### config.mk
export PLATFORM = sky130hd
export DESIGN_NAME = pipeline_hazard_controller
export DESIGN_NICKNAME = d
export VERILOG_FILES = /design/src/rtl/pipeline_ctrl_pkg.sv /design/src/rtl/sat_counter.sv /design/src/rtl/pipeline_hazard_controller.sv
export SDC_FILE = /design/constraint.sdc
export NUM_CORES = 1
export LEC_CHECK = 0
export CAP_MARGIN = 25
export CELL_PAD_IN_SITES_DETAIL_PLACEMENT = 1
export CELL_PAD_IN_SITES_GLOBAL_PLACEMENT = 2
export CORE_MARGIN = 2
export CORE_UTILIZATION = 27
export DETAILED_ROUTE_END_ITERATION = 6
export PLACE_DENSITY = 0.79
export SLEW_MARGIN = 20
export SYNTH_ARGS = -nofsm -noshare
export SYNTH_HDL_FRONTEND = slang
export SYNTH_HIERARCHICAL = 1
export SYNTH_SLANG_ARGS = --single-unit
### constraint.sdc
create_clock -name clk -period 2.3 [get_ports clk]
set_input_delay 0.23 -clock clk [delete_from_list [all_inputs] [get_ports clk]]
set_output_delay 0.23 -clock clk [all_outputs]
set_load 0.03 [all_outputs]
### src/rtl/pipeline_ctrl_pkg.sv
// Shared definitions for the RV32I pipeline control slice: FSM encodings and
// architectural constants used by the hazard controller.
package pipeline_ctrl_pkg;

    typedef enum logic [1:0] {
        RUN     = 2'd0,
        DISCARD = 2'd1
    } state_t;

    localparam logic [31:0] NOP    = 32'h0000_0013;
    localparam logic [4:0]  REG_X0 = 5'd0;

endpackage

### src/rtl/sat_counter.sv
// Saturating up-counter with synchronous clear; clear wins over increment.
module sat_counter #(
    parameter int WIDTH = 16
) (
    input  logic             clk,
    input  logic             reset_n,
    input  logic             inc,
    input  logic             clr,
    output logic [WIDTH-1:0] count
);

    localparam logic [WIDTH-1:0] MAX = '1;

    // NOTE: sequential state uses non-blocking assignments so every flop samples pre-edge values.
    always_ff @(posedge clk or negedge reset_n) begin
        if (!reset_n) begin
            count <= '0;
        end else if (clr) begin
            count <= '0;
        end else if (inc && count != MAX) begin
            count <= count + 1'b1;
        end
    end

endmodule

### src/rtl/pipeline_hazard_controller.sv
// Stall/flush sequencer for the 5-stage pipeline: priority hazard mux, fetch-discard
// FSM after redirects, and saturating stall/flush activity counters.
module pipeline_hazard_controller
    import pipeline_ctrl_pkg::*;
#(
    parameter int CNT_WIDTH = 16
) (
    input  logic                 clk,
    input  logic                 reset_n,
    input  logic [4:0]           id_rs1_i,
    input  logic [4:0]           id_rs2_i,
    input  logic                 id_use_rs1_i,
    input  logic                 id_use_rs2_i,
    input  logic [4:0]           ex_rd_i,
    input  logic                 ex_mem_read_i,
    input  logic                 ex_branch_taken_i,
    input  logic                 trap_i,
    input  logic                 imem_valid_i,
    input  logic                 dmem_req_i,
    input  logic                 dmem_ready_i,
    input  logic                 cnt_clear_i,
    output logic                 pc_stall_o,
    output logic                 if_id_stall_o,
    output logic                 if_id_flush_o,
    output logic                 id_ex_stall_o,
    output logic                 id_ex_flush_o,
    output logic                 ex_mem_stall_o,
    output logic                 mem_wb_flush_o,
    output logic [1:0]           state_o,
    output logic [CNT_WIDTH-1:0] stall_count_o,
    output logic [CNT_WIDTH-1:0] flush_count_o
);

    state_t state;
    logic   in_discard;
    logic   mem_busy;
    logic   load_use;
    logic   flush_evt;

    assign in_discard = (state == DISCARD);
    assign mem_busy   = dmem_req_i & ~dmem_ready_i;
    assign load_use   = ex_mem_read_i && (ex_rd_i != REG_X0) &&
                        ((id_use_rs1_i && id_rs1_i == ex_rd_i) ||
                         (id_use_rs2_i && id_rs2_i == ex_rd_i));
    // A branch blocked by a memory wait is not taken yet; it re-presents from frozen EX.
    assign flush_evt  = trap_i | (ex_branch_taken_i & ~mem_busy);

    // NOTE: every output gets a default before the priority chain so no latch is inferred.
    always_comb begin
        pc_stall_o     = 1'b0;
        if_id_stall_o  = 1'b0;
        if_id_flush_o  = 1'b0;
        id_ex_stall_o  = 1'b0;
        id_ex_flush_o  = 1'b0;
        ex_mem_stall_o = 1'b0;
        mem_wb_flush_o = 1'b0;

        if (trap_i) begin
            if_id_flush_o  = 1'b1;
            id_ex_flush_o  = 1'b1;
            mem_wb_flush_o = 1'b1;
        end else if (mem_busy) begin
            pc_stall_o     = 1'b1;
            if_id_stall_o  = 1'b1;
            id_ex_stall_o  = 1'b1;
            ex_mem_stall_o = 1'b1;
            mem_wb_flush_o = 1'b1;
        end else if (ex_branch_taken_i) begin
            if_id_flush_o  = 1'b1;
            id_ex_flush_o  = 1'b1;
        end else if (!in_discard && load_use) begin
            pc_stall_o     = 1'b1;
            if_id_stall_o  = 1'b1;
            id_ex_flush_o  = 1'b1;
        end else if (!in_discard && !imem_valid_i) begin
            pc_stall_o     = 1'b1;
            if_id_flush_o  = 1'b1;
        end

        // While discarding, the front end only waits for and drops the stale fetch.
        if (in_discard) begin
            pc_stall_o    = 1'b1;
            if_id_flush_o = 1'b1;
            if_id_stall_o = 1'b0;
        end

        // NOTE: outputs are gated by the asynchronous reset so the pipeline is quiet during reset.
        if (!reset_n) begin
            pc_stall_o     = 1'b0;
            if_id_stall_o  = 1'b0;
            if_id_flush_o  = 1'b0;
            id_ex_stall_o  = 1'b0;
            id_ex_flush_o  = 1'b0;
            ex_mem_stall_o = 1'b0;
            mem_wb_flush_o = 1'b0;
        end
    end

    always_ff @(posedge clk or negedge reset_n) begin
        if (!reset_n) begin
            state <= RUN;
        end else begin
            case (state)
                RUN:     if (flush_evt && !imem_valid_i) state <= DISCARD;
                DISCARD: if (imem_valid_i) state <= RUN;
                default: state <= RUN;
            endcase
        end
    end

    assign state_o = state;

    sat_counter #(.WIDTH(CNT_WIDTH)) u_stall_cnt (
        .clk     (clk),
        .reset_n (reset_n),
        .inc     (pc_stall_o),
        .clr     (cnt_clear_i),
        .count   (stall_count_o)
    );

    sat_counter #(.WIDTH(CNT_WIDTH)) u_flush_cnt (
        .clk     (clk),
        .reset_n (reset_n),
        .inc     (flush_evt),
        .clr     (cnt_clear_i),
        .count   (flush_count_o)
    );

endmodule

# [Word-level counts from Yosys, hierarchy flattened]
# Cells that the tools add are included.
# Widths: inputs -> output; s select.
[totals] input_bits=26 elab_cells=69 reg_bits=34 out_inout_bits=41
[classes] add_sub_neg=2 n_mux=35 bitwise_logic=5 n_reduce_logical=17 n_eq_ne=7
[ops] cell="$mux 16" n=4
[ops] cell="$add 16x1->16 const B" n=2
[ops] cell="$ne 16x16->1 const B" n=2
[ops] cell="$mux 1" n=28
[ops] cell="$eq 5x5->1" n=2
[ops] cell="$logic_and 1x1->1" n=9
[ops] cell="$reduce_bool 5->1" n=1
[ops] cell="$mux 2" n=2
[ops] cell="$ne 2x2->1 const B" n=2
[ops] cell="$pmux 2 s2" n=1
[ops] cell="$reduce_bool 2->1" n=2
[ops] cell="$and 1x1->1" n=2
[ops] cell="$eq 2x1->1 const B" n=1
[ops] cell="$logic_not 1->1" n=2
[ops] cell="$logic_not 2->1" n=1
[ops] cell="$not 1->1" n=2
[ops] cell="$reduce_and 2->1" n=1
[ops] cell="$logic_or 1x1->1" n=1
[ops] cell="$or 1x1->1" n=1

# [Longest topological paths before layout]
# Gate-level depths: netlist of run 1.
[logic_depth] ltp_word=14 depth_mapped=10 mapped_depth_nobuf=8

# [Modules after synthesis]
# The synthesis of run 1 kept the hierarchy.
[by_module_without_submodules] module="sat_counter" cells_per_inst=98 instances=2 area_per_inst_um2=942.2 seq_area_each_um2=400.4
[by_module_without_submodules] module="pipeline_hazard_controller" cells_per_inst=42 instances=1 area_per_inst_um2=295.3 seq_area_each_um2=25.0

# [Worst setup path before layout of run 1]
# Ideal clock, no wire load.
[synth_timing] kind="in2reg" from="input port ex_rd_i[1]" to="register u_stall_cnt.count[3]" path_stages=9 n_path_buf=1 setup_slack_ns=-0.437 setup_time_ns=0.078 t_arrival_ns=2.659 cell_sequence="xnor2_1 -> nand4_1 -> o22ai_1 -> a21oi_1 -> a31oi_1 -> inv_1 -> clkbuf_1 -> or4_2 -> a21oi_1"
[synth_via] elab_chain_cells=13
[synth_rtl] element="start: declaration" line="pipeline_hazard_controller.sv:14" source="input logic [4:0] ex_rd_i,"
[synth_rtl] element="$eq 5x5->1 (on tied branches)" line="pipeline_hazard_controller.sv:43, pipeline_hazard_controller.sv:44"
[synth_rtl] element="$logic_and 1x1->1 (on tied branches)" line="pipeline_hazard_controller.sv:43, pipeline_hazard_controller.sv:44"
[synth_rtl] element="$logic_or 1x1->1" line="pipeline_hazard_controller.sv:43" source="((id_use_rs1_i && id_rs1_i == ex_rd_i) ||"
[synth_rtl] element="$logic_and 1x1->1 *" line="pipeline_hazard_controller.sv:42" source="assign load_use = ex_mem_read_i && (ex_rd_i != REG_X0) &&"
[synth_rtl] element="$logic_and 1x1->1 *" line="pipeline_hazard_controller.sv:71" source="end else if (!in_discard && load_use) begin"
[synth_rtl] element="$mux 1 *" line="pipeline_hazard_controller.sv:71"
[synth_rtl] element="$mux 1 *" line="pipeline_hazard_controller.sv:68" source="end else if (ex_branch_taken_i) begin"
[synth_rtl] element="$mux 1 *" line="pipeline_hazard_controller.sv:62" source="end else if (mem_busy) begin"
[synth_rtl] element="$mux 1 *" line="pipeline_hazard_controller.sv:58" source="if (trap_i) begin"
[synth_rtl] element="$mux 1 *" line="pipeline_hazard_controller.sv:81" source="if (in_discard) begin"
[synth_rtl] element="$mux 1 *" line="pipeline_hazard_controller.sv:88" source="if (!reset_n) begin"
[synth_rtl] element="net pc_stall_o" line="pipeline_hazard_controller.sv:22" source="output logic pc_stall_o,"
[synth_rtl] element="$logic_and 1x1->1 *" line="sat_counter.sv:20" source="end else if (inc && count != MAX) begin"
[synth_rtl] element="$reduce_bool 2->1 (no source line) *"
[synth_rtl] element="end signal: assignment" line="sat_counter.sv:21" source="count <= count + 1'b1;"
[synth_rtl] element="end: declaration" line="sat_counter.sv:9" source="output logic [WIDTH-1:0] count"
# Mark *: on every way through the listed nets, which the timed path passes. The rest lies on a longest branch.
# A chain may end at the register's enable or synchronous reset.

# [Worst setup path after layout of run 1]
[layout_timing] from="input port ex_rd_i[0]" to="output port if_id_flush_o"
[layout_via] elab_chain_cells=11
[layout_rtl] element="$eq 5x5->1 (on tied branches)" line="pipeline_hazard_controller.sv:43, pipeline_hazard_controller.sv:44"
[layout_rtl] element="$logic_and 1x1->1 (on tied branches)" line="pipeline_hazard_controller.sv:43, pipeline_hazard_controller.sv:44"
[layout_rtl] element="$logic_or 1x1->1" line="pipeline_hazard_controller.sv:43"
[layout_rtl] element="$logic_and 1x1->1 *" line="pipeline_hazard_controller.sv:42"
[layout_rtl] element="$logic_and 1x1->1 *" line="pipeline_hazard_controller.sv:71"
[layout_rtl] element="$mux 1 *" line="pipeline_hazard_controller.sv:71"
[layout_rtl] element="$mux 1 *" line="pipeline_hazard_controller.sv:68"
[layout_rtl] element="$mux 1 *" line="pipeline_hazard_controller.sv:62"
[layout_rtl] element="$mux 1 *" line="pipeline_hazard_controller.sv:58"
[layout_rtl] element="$mux 1 *" line="pipeline_hazard_controller.sv:81"
[layout_rtl] element="$mux 1 *" line="pipeline_hazard_controller.sv:88"
[layout_rtl] element="end: declaration" line="pipeline_hazard_controller.sv:24" source="output logic if_id_flush_o,"
# Mark *: on every way between the ends. The rest lies on a longest branch, timed or not.

==> results of run 1 <==
[cells in the final DEF, fill, tap and decap left out, drive strengths merged]
cell            n
and3            4
clkdlybuf4s50  52
dfrtp          33
xnor2          10
dlygate4sd2     4
bufinv          1
a211o           1
nand3           7
inv             9
nor3            3
buf            31
o22ai           1
nor2b           9
nand4          16
or4            14
and4            4
or3             7
dlymetal6s2s    4
a211oi          2
mux2            8
nor2           11
o21ai           9
o311a           1
a31oi           2
o21a            1
a21oi          24
nand3b          2
nand2          14
conb            1
o31ai          14
ha              2
clkbuf          9
nor4           10
nand2b          2
a21boi          2
o211ai          2
dlygate4sd3     1
[metrics by stage]
step / TNS [ps] / hold slack [ps] / instance area, sq um / utilization [%] / std cells
3_5_place_dp: -6132 / 203.9 / 3102 / 39.93 / 418
3_3_place_gp: -4652 / 214.2 / 3102 / 39.93 / 418
5_1_grt: -27.82 / 462.6 / 3356 / 43.20 / 429
6_report: 0 / 449.2 / 3356 / 43.20 / 429
2_1_floorplan: -8.793 / -65.59 / 2202 / - / 238
4_1_cts: -4.788 / 441.0 / 3269 / 42.09 / 428
[power by group]
| group | total (W) | leakage [nW] | switching [W] | internal [W] |
|---|---|---|---|---|
| clock | 0.000573 | 0.0585 | 0.000220 | 0.000353 |
| sequential | 0.000597 | 0.457 | 0.00000967 | 0.000587 |
| combinational | 0.000258 | 0.840 | 0.000135 | 0.000123 |
[registers in the layout (all words and copies together) (netlist names)]
| register | flops |
|---|---|
| u_flush_cnt/count | 16 |
| u_stall_cnt/count | 16 |
| state_o | 1 |
[routing by layer]
layer | global-route usage, % | up-vias | wire (um)
met1 | 22.16 | 1110 | 3167
li1 | - | 1086 | -
met4 | 4.348 | 0 | 155
met2 | 24.82 | 61 | 3284
met3 | 2.809 | 14 | 243
met5 | 0 | - | 0
[path summary, 6_finish.rpt]
check	from	to	slack (ps)	cells after the start
max in group asynchronous	reset_n	u_stall_cnt/count[7]$_DFFE_PN0P_	1260	4
min in group clk	u_stall_cnt/count[10]$_DFFE_PN0P_	u_stall_cnt/count[10]$_DFFE_PN0P_	590	2
max	ex_rd_i[0]	if_id_flush_o	50	7
min	reset_n	u_stall_cnt/count[3]$_DFFE_PN0P_	450	3
max reg2reg	u_stall_cnt/count[0]$_DFFE_PN0P_	u_stall_cnt/count[11]$_DFFE_PN0P_	160	6
min reg2reg	u_stall_cnt/count[10]$_DFFE_PN0P_	u_stall_cnt/count[10]$_DFFE_PN0P_	590	2
[area by class of cell]
class	count	area (sq um)
flip-flops and latches	33	825.8
multi-input cells	183	1380
fillers	881	4412
repair buffers	94	872.1
inverters	9	33.78
clock inverters	1	30.03
well taps	102	127.6
clock buffers	7	86.33
[cell families after synthesis]
| logic type | count (synthesis) |
|---|---|
| other | 1 |
| muxes | 8 |
| AOI/OAI and AO/OA | 59 |
| xor gates and xnor gates | 10 |
| adders and majority gates | 2 |
| buffers and inverters | 22 |
| and+or+nand+nor | 103 |
| DFF | 33 |
[worst reg2reg max path: stages, from the launching register on]
cell and delay, ps:
dfrtp_1 420, ha_1 260, nand4_2 160, nor4_4 600, buf_4 260, nor4_4 50
mux2_4 300
[timing repair]
item                                   CTS  global route
endpoints found under the hold margin    5             0
pin swaps                                2            10
gates cloned                             0             0
buffers inserted                         1             1
resized for setup                       17            21
hold buffers                             1             0
setup endpoints to repair               15            17
==> summary.md, run 1 <==
| Metric | Value |
|---|---|
| Status | completed |
| Die Span Y | 93.85 um |
| Vias in the first global route | 2,238 |
| Fin crit period | 2247 ps |
| Row Count | 32 |
| WP buf/inv | 3 |
| Layout Nets | 354 |
| Max Root-Sink Buffers | 2 |
| H-tree levels | 2 |
| Ports | 67 |
| CTS tree | yes |
| Xor/xnor cell area share of the yosys netlist | 4.018% |
| Post-synth cell types | 39 |
| Largest net degree at the start of global routing | 29 |
| Synth Area in Compound Gates | 17.62% |
| Register area share after synthesis | 37.89% |
| Cts bufs inserted | 5 |
| Fraction of layout cells with a size suffix above 1 | 23.24% |
| CP Capture Type | output port |
| Period Utilization, post-route | 97.71% |
| CP delay by family, top | compound AO/OA/AOI/OAI gates |
| WP data required | 2070 ps |
| ANT cells | 0 |
| Synth Area per Inst | 9.158 sq um |
| Cell area after synthesis | 2180 sq um |
| CTS Sinks | 33 |
| Worst Hold Class | in2async |
| Fmax | 445.0 MHz |
| Initial Utilization | 28.06% |
| Peak VDD IR | 0.0003284 V |
| Worst slack, placed | -452.7 ps |
| Largest family of logic cells by synthesized area | simple AND/OR/NAND/NOR gates |
| First-pass GRT wire length | 11,150 um |
| Most numerous cell in the Yosys netlist | dfrtp_1 |
| Width of the die | 93.85 um |
| Worst skew pair latency | 290 ps |
| Synth Area in Simple Gates | 30.02% |
| Setup violations, final | 0 |
| Largest cells by area after synthesis | dfrtp_1, a21oi_1, o31ai_1 |
| WL/cell | 15.97 um |
| First-pass DRT Iterations | 4 |
| Cells after synthesis | 238 |
| Post-route ant nets | 0 |
| GRT Total Usage | 15.76% |
| Max Cap Viol | 0 |
| DRC errors left | 0 |
| Max-slew headroom | 53.83% |
| Die ar. | 8807 sq um |
| Primary FF master, synth | dfrtp_1 |
| Layout area overhead | 53.96% |
| Clock Skews | 11.59 ps |
| Pwr dens | 425.5 nW/um^2 |
| DRT iter0 DRCs | 69 |
| Largest area contributor in the netlist | dfrtp_1 |
| Port bufs | 65 |
| Crit path kind | in2out |
| Crit path arrival time | 2020 ps |
| RePlAce Congestion | 0.8066 |
| Worst Tran Pin Value | 690.3 ps |
| CP startpoint kind | input port |
| Slowest library cell on the worst path | or3_1 |
| Top post-synthesis cells by count | dfrtp_1, a21oi_1, nand2_1, nand4_1, o31ai_1 |
| Final WL | 6851 um |
| Post-synth top area share | 37.89% |
| DP HPWL | 4968 um |
| Adder-cell share of the synthesized area | 1.148% |
| Core ar. | 7767 sq um |
| RSZ-0062 raised after global routing | true |
| Leakage power | 1.355 nW |
| CP Cell Sequence | dlygate4sd2_1, or3_1, o311a_1, buf_4, a211o_1, a21boi_2, buf_6 |
| Post-route setup slack | 52.74 ps |
| #FFs+latches synth | 33 |
| Avg Vias per Cell | 5.294 |
| Fin. max-slew vios | 0 |
| Synth warn | 6 |
| Hold Vio Cnt, Final | 0 |
| Crit path largest cell delay | 400 ps |
| Global route overflow | 0 |
| Via count | 2,271 |
| Pwr Total | 0.001428 W |
| Mapped Nets | 266 |
| Post-synthesis mux area share | 4.133% |
| FFs w/ async S/R, synth | 100.0% |
| Clock Pin Slew Worst Setup and Hold Paths | 70 ps |
| Antenna violations before repair | 0 |
| Critical Path Fanout Max | 3 |
| EDFF count, synth | 0 |
| CTS root buf | clkbuf_8 |
(Power assumes the default switching activity.)
==> run 2: changes to the inputs <==
--- a/config.mk
+++ b/config.mk
@@ -11,7 +11,8 @@
 export CORE_MARGIN = 2
 export CORE_UTILIZATION = 27
 export DETAILED_ROUTE_END_ITERATION = 6
-export PLACE_DENSITY = 0.79
+export GPL_TIMING_DRIVEN = 1
+export PLACE_DENSITY = 0.78
 export SLEW_MARGIN = 20
 export SYNTH_ARGS = -nofsm -noshare
 export SYNTH_HDL_FRONTEND = slang
==> run 2 against run 1 <==
Global-route usage increased by 0.80 points. Critical path depth grew 4. Combinational power is 2% lower. Sequential power barely moved. Largest cell class unchanged. Wire length hardly changed. Maximum frequency rose by 1.0%.
==> summary.md, run 2 (synthesis results as in run 1) <==
| Metric | Value |
|---|---|
| Max Cap Viol | 0 (unchanged) |
| CP Cell Sequence | clkdlybuf4s50_1, buf_4, xnor2_1, nand2_1, o22ai_2, a21oi_2, a31oi_4, nand3_2, nor4_4, buf_4, mux2_1 |
| Worst skew pair latency | 280 ps (about the same) |
| Via count | 2,293 (+0.97%) |
| Largest net degree at the start of global routing | 29 (unchanged) |
| Row Count | 32 (unchanged) |
| CP Capture Type | flip-flop |
| Max-slew headroom | 55.61% (+1.8 points) |
| Width of the die | 93.85 um (unchanged) |
| Commonest cells after routing, fill and taps aside | clkdlybuf4s50_1, dfrtp_1, buf_4 |
| GR peak layer | met2 |
| Worst Tran Pin Value | 663.8 ps (-26.54 ps) |
| Filler cell count | 915 (+3.9%) |
| WP data required | 2460 ps (+390 ps) |
| CTS tree | yes |
| First-pass DRT Iterations | 4 (unchanged) |
| Layout area overhead | 50.52% |
| Setup violations, final | 0 (unchanged) |
| Fmax | 449.5 MHz (+1.0%) |
| Reg2reg end | u_stall_cnt/count[15]$_DFFE_PN0P_ |
| Antenna violations before repair | 0 (unchanged) |
| CP startpoint kind | input port |
| Design area | 3281 sq um (-2.2%) |
| Hold Vio Cnt, Final | 0 (unchanged) |
| GRT Total Usage | 16.55% (+0.80 points) |
| Placed Instances | 421 (+0.72%) |
| Crit path largest cell delay | 430 ps (+30 ps) |
| M2 GR Usage | 27.26% (+2.4 points) |
| Clock Skews | 5.089 ps (-6.501 ps) |
| First-pass GRT wire length | 11,770 um (+5.6%) |
| Fin crit period | 2225 ps (-22.75 ps) |
| Vias in the first global route | 2,355 (+5.2%) |
| Port bufs | 65 (unchanged) |
| Worst r2r path cells | 6 (unchanged) |
| Placement Cell Area | 3112 sq um (+0.32%) |
| Met3 Track Usage GR | 3.612% (+0.80 points) |
| Final WL | 6847 um (about the same) |
| DP HPWL | 5276 um (+6.2%) |
| Initial Utilization | 28.06% (unchanged) |
| Crit path arrival time | 2390 ps (+370 ps) |
| RSZ-0062 raised after global routing | true |
| H-tree levels | 2 (unchanged) |
| Die Span Y | 93.85 um (unchanged) |
| Avg Vias per Cell | 5.308 (+0.27%) |
| Status | completed |
| Period Utilization, post-route | 96.72% (-0.99 points) |
| CP delay by family, top | buffers and inverters |
| Fin. max-slew vios | 0 (unchanged) |
| Peak VDD IR | 0.0002198 V (-33%) |
| DRC errors left | 0 (unchanged) |
| Global route overflow | 0 (unchanged) |
| Pwr dens | 389.7 nW/um^2 (-8.4%) |
| Post-route ant nets | 0 (unchanged) |
| Clock Pin Slew Worst Setup and Hold Paths | 70 ps (about the same) |
| Most frequent CP cell | buf_4 |
| Reg-to-reg startpoint | u_stall_cnt/count[0]$_DFFE_PN0P_ |
| Slowest library cell on the worst path | clkdlybuf4s50_1 |
| Cts bufs inserted | 5 (unchanged) |
| Reg2reg setup slack | 210 ps (+50 ps) |
| Leakage power | 1.326 nW (-2.1%) |
| ANT cells | 0 (unchanged) |
| DRT iter0 DRCs | 68 (-1.4%) |
| CTS Sinks | 33 (unchanged) |
| Max Root-Sink Buffers | 2 (unchanged) |
| Most common cell after layout, fill and taps aside | clkdlybuf4s50_1 |
| Final Non-Filler Cells | 432 (+0.70%) |
| WL/cell | 15.85 um (-0.75%) |
| Fraction of layout cells with a size suffix above 1 | 22.12% (-1.1 points) |
| CTS root buf | clkbuf_8 |
| Layout Nets | 357 (+0.85%) |
| WP buf/inv | 3 (unchanged) |
| Die ar. | 8807 sq um (unchanged) |
| Grt met1 use | 22.16% (about the same) |
| Crit path kind | in2reg |
| Worst Hold Class | in2async |
| Core ar. | 7767 sq um (unchanged) |
| Critical Path Fanout Max | 3 (unchanged) |
| Ports | 67 (unchanged) |
| RePlAce Congestion | 0.7599 (-5.8%) |
run 2: cell types whose count changed in the layout (fill, tap and decap cells not counted), moves of 3 or more:
cell / previous run / this run
nor4_4: 6 / 3
buf_4: 28 / 31
mux2_4: 3 / 0
mux2_1: 5 / 8
run 2: how the worst max path moves through the flow:
stage / to / cells after the start / slack [ps] / start
6_report: u_stall_cnt/count[15]$_DFFE_PN0P_ / 11 / 80 / ex_rd_i[3]
5_1_grt: u_stall_cnt/count[15]$_DFFE_PN0P_ / 10 / -10 / ex_rd_i[3]
4_1_cts: id_ex_stall_o / 6 / 10 / reset_n
3_5_place_dp: u_stall_cnt/count[15]$_DFFE_PN0P_ / 10 / -430 / ex_rd_i[4]
3_3_place_gp: u_stall_cnt/count[15]$_DFFE_PN0P_ / 10 / -400 / ex_rd_i[4]
2_1_floorplan: u_stall_cnt/count[3]$_DFFE_PN0P_ / 8 / -9 / state_o[0]$_DFFE_PN0P_
run 2: per-stage QoR:
step           hold WS (ps)  setup WS [ps]  TNS [ps]  total power, W  utilization (%)
2_1_floorplan        -65.59         -8.793    -8.793       0.0007186                -
3_3_place_gp          216.5         -402.8     -4592       0.0008545            40.06
3_5_place_dp          207.9         -430.0     -5756       0.0008582            40.06
4_1_cts               457.8          11.72         0        0.001302            41.77
5_1_grt               472.0         -14.61    -14.61        0.001353            42.24
6_report              450.2          75.49         0        0.001278            42.24
run 2: what timing repair did:
| item | 4_1_cts | 5_1_grt |
|---|---|---|
| hold endpoints to repair | 5 | 0 |
| resized for setup | 14 | 10 |
| pin swaps | 1 | 6 |
| setup endpoints to repair | 14 | 10 |
| hold buffers | 1 | 0 |
| setup buffers | 2 | 0 |
run 2: per-layer routing:
layer	share of wire [%]	vias to the layer above
met5	0	-
met3	5.9	4
met2	48	70
met4	0.74	0
met1	45	1131
li1	-	1088
run 2: tightest hold or removal path, delay by kind of cell:
kind	cells	cell delay [ps]
buffers and inverters	3	830
run 2: area by class of cell:
type | count | area, sq um | area share [%]
clock buffer | 6 | 72.57 | 2.212
clock inverter | 2 | 10.01 | 0.3051
inverter | 9 | 36.28 | 1.106
multi-input combinational | 183 | 1318 | 40.16
sequential | 33 | 825.8 | 25.17
tap | 102 | 127.6 | 3.890
timing repair buffer | 97 | 890.9 | 27.15
run 2: power breakdown:
part	internal, W	leakage, nW	switching (W)	total (W)
registers	0.000587	0.457	0.0000101	0.000597
logic	0.000123	0.825	0.000131	0.000254
clock network	0.000210	0.0450	0.000217	0.000427
total	0.000920	1.33	0.000358	0.00128
==> run 3: changes to the inputs <==
--- a/config.mk
+++ b/config.mk
@@ -16,5 +16,4 @@
 export SLEW_MARGIN = 20
 export SYNTH_ARGS = -nofsm -noshare
 export SYNTH_HDL_FRONTEND = slang
-export SYNTH_HIERARCHICAL = 1
 export SYNTH_SLANG_ARGS = --single-unit
==> run 3 against run 2 <==
Synthesized area about the same. Synthesized cell count unchanged. Sequential power increased by 0.7%. Die area about the same. Combinational power increased by 4%. Sequential cell count unchanged. Critical path type is now in2out. Largest cell class unchanged.
==> summary.md, run 3 <==
| Metric | Value |
|---|---|
| Clock Skews | 3.673 ps (-1.416 ps) |
| Post-synth cell types | 51 (+31%) |
| Max-slew headroom | 64.61% (+9.0 points) |
| Ports | 67 (unchanged) |
| WP data required | 2070 ps (-390 ps) |
| RePlAce Congestion | 0.7370 (-3.0%) |
| Leakage power | 1.291 nW (-2.7%) |
| DP HPWL | 4959 um (-6.0%) |
| DRC errors left | 0 (unchanged) |
| CP Cell Sequence | clkdlybuf4s50_1, xnor2_1, nand4_1, o22a_1, o21ai_1, and3_1, buf_4 |
| Fin. max-slew vios | 0 (unchanged) |
| FFs w/ async S/R, synth | 100.0% (unchanged) |
| Synth warn | 0 (-6) |
| DRT iter0 DRCs | 47 (-31%) |
| Via count | 2,141 (-6.6%) |
| Worst r2r path cells | 6 (unchanged) |
| Hold Vio Cnt, Final | 0 (unchanged) |
| Cell area after synthesis | 2178 sq um (about the same) |
| Peak VDD IR | 0.0002261 V (+2.9%) |
| Width of the die | 93.82 um (about the same) |
| Placed Instances | 423 (+0.48%) |
| Reg-to-reg startpoint | u_stall_cnt.count[0]$_DFFE_PN0P_ |
| Port bufs | 65 (unchanged) |
| Vias in the first global route | 2,175 (-7.6%) |
| CTS Sinks | 33 (unchanged) |
| WL/cell | 14.96 um (-5.6%) |
| Crit path largest cell delay | 540 ps (+110 ps) |
| Largest area contributor in the netlist | dfrtp_1 |
| Setup violations, final | 0 (unchanged) |
| CTS root buf | clkbuf_8 |
| RSZ-0062 raised after global routing | false |
| Cells after synthesis | 238 (unchanged) |
| WHS | 308.3 ps (-141.9 ps) |
| EDFF count, synth | 0 (unchanged) |
| Synth Area per Inst | 9.153 sq um (about the same) |
| Layout Nets | 356 (-0.28%) |
| Max Cap Viol | 0 (unchanged) |
| Commonest cells after routing, fill and taps aside | clkdlybuf4s50_1, buf_4, dfrtp_1 |
| Post-route ant nets | 0 (unchanged) |
| Post-synth top area share | 37.91% (about the same) |
| Most common cell after layout, fill and taps aside | clkdlybuf4s50_1 |
| Final WL | 6446 um (-5.9%) |
| Mapped Nets | 266 (unchanged) |
| #FFs+latches synth | 33 (unchanged) |
| Primary FF master, synth | dfrtp_1 |
| Pwr dens | 476.9 nW/um^2 (+22%) |
| Row Count | 32 (unchanged) |
| CTS tree | yes |
| Clock Pin Slew Worst Setup and Hold Paths | 70 ps (about the same) |
| First-pass DRT Iterations | 4 (unchanged) |
| Antenna violations before repair | 0 (unchanged) |
| Crit path kind | in2out |
| Status | completed |
| Final Non-Filler Cells | 431 (-0.23%) |
| Initial Utilization | 28.04% (about the same) |
| Fin crit period | 2130 ps (-94.24 ps) |
| Fmax | 469.4 MHz (+4.4%) |
| Reg2reg setup slack | 260 ps (+50 ps) |
| Slowest library cell on the worst path | clkdlybuf4s50_1 |
| GRT Total Usage | 15.18% (-1.4 points) |
| Layout area overhead | 47.73% |
| CP startpoint kind | input port |
| Die Span Y | 93.82 um (about the same) |
| Largest cells by area after synthesis | dfrtp_1, xnor2_1, nor2_1 |
| Avg Vias per Cell | 4.968 (-6.4%) |
| Die ar. | 8802 sq um (about the same) |
| Worst skew pair latency | 290 ps (about the same) |
| First-pass GRT wire length | 10,700 um (-9.1%) |
| Top post-synthesis cells by count | dfrtp_1, nor2_1, xnor2_1, a21oi_1, nand2_1 |
| H-tree levels | 2 (unchanged) |
| Core ar. | 7767 sq um (unchanged) |
| Reg2reg end | u_stall_cnt.count[14]$_DFFE_PN0P_ |
| Max Root-Sink Buffers | 2 (unchanged) |
| Hold_buf cts | 0 (-1) |
| Cts bufs inserted | 5 (unchanged) |
| Largest net degree at the start of global routing | 29 (unchanged) |
| Period Utilization, post-route | 92.62% (-4.1 points) |
| CP Capture Type | output port |
| Fraction of layout cells with a size suffix above 1 | 20.06% (-2.1 points) |
| Critical Path Fanout Max | 3 (unchanged) |
| Worst Hold Class | in2async |
| Crit path arrival time | 1900 ps (-490 ps) |
| Global route overflow | 0 (unchanged) |
| ANT cells | 0 (unchanged) |
| Worst Tran Pin Value | 529.1 ps (-134.7 ps) |
| Most numerous cell in the Yosys netlist | dfrtp_1 |
| Register area share after synthesis | 37.91% (about the same) |
-- run 3: worst max path at each step --
| stage | start | depth (start not counted) | endpoint |
|---|---|---|---|
| 6_report | ex_rd_i[0] | 7 | if_id_stall_o |
| 4_1_cts | ex_rd_i[4] | 8 | if_id_flush_o |
| 5_1_grt | u_stall_cnt.count[4]$_DFFE_PN0P_ | 6 | u_stall_cnt.count[9]$_DFFE_PN0P_ |
| 3_3_place_gp | ex_rd_i[0] | 7 | u_stall_cnt.count[9]$_DFFE_PN0P_ |
| 2_1_floorplan | u_stall_cnt.count[0]$_DFFE_PN0P_ | 6 | u_stall_cnt.count[14]$_DFFE_PN0P_ |
| 3_5_place_dp | ex_rd_i[2] | 8 | u_stall_cnt.count[11]$_DFFE_PN0P_ |
-- run 3: what timing repair did --
| action | in CTS | in global routing |
|---|---|---|
| gates cloned | 0 | 0 |
| buffers inserted | 0 | 0 |
| gates resized for setup | 4 | 4 |
| endpoints found under the setup margin | 3 | 6 |
| hold endpoints to repair | 0 | 0 |
-- run 3: area by class of cell --
class / count / area, sq um
fillers: 913 / 4549
multi-input cells: 186 / 1235
repair buffers: 95 / 869.6
flip-flops and latches: 33 / 825.8
well taps: 102 / 127.6
clock buffers: 5 / 68.82
clock inverters: 3 / 65.06
inverters: 7 / 26.28
-- run 3: stage by stage --
step	instance area [sq um]	utilization [%]	setup WS [ps]	setup TNS [ps]	power, W
6_report	3218	41.43	169.7	0	0.001535
5_1_grt	3218	41.43	71.08	0	0.001598
4_1_cts	3204	41.25	37.66	0	0.001557
3_5_place_dp	3070	39.53	-130.1	-1043	0.0008801
3_3_place_gp	3070	39.53	-52.99	-353.0	0.0008751
2_1_floorplan	2178	-	138.2	0	0.0007469
-- run 3: cell families (layout without fill, tap and decap cells) --
kind of cell	after synthesis	after routing	synth area share, %
other	1	1	0.1721
adder cells (fa/ha/maj)	2	2	1.149
AND/OR/NAND/NOR	109	109	28.20
multiplexers	6	6	3.044
AO/OA/AOI/OAI	45	45	14.19
flip-flops	33	33	37.91
XOR/XNOR	23	23	9.247
buffers and inverters	19	110	6.089
-- run 3: worst max-delay path: cells and delay by family --
| family | cells | cell delay (ps) |
|---|---|---|
| buf+inv | 2 | 700 |
| compound gates | 2 | 450 |
| simple gates | 2 | 380 |
| xor+xnor | 1 | 150 |
-- run 3: per-layer routing --
metal / global-route usage, % / share of wire (%) / vias to the layer above
met1: 20.60 / 47 / 1050
met3: 2.729 / 4.9 / 5
met5: 0 / 0 / -
met4: 4.348 / 1.3 / 0
met2: 24.70 / 47 / 52
li1: - / - / 1034
-- run 3: power breakdown --
part           leakage, nW  switching (W)  total [W]  internal [W]
Combinational        0.766       0.000139   0.000265      0.000125
Clock               0.0681       0.000239   0.000669      0.000431
Sequential           0.457      0.0000122   0.000601      0.000588
Total                 1.29       0.000390    0.00153       0.00114
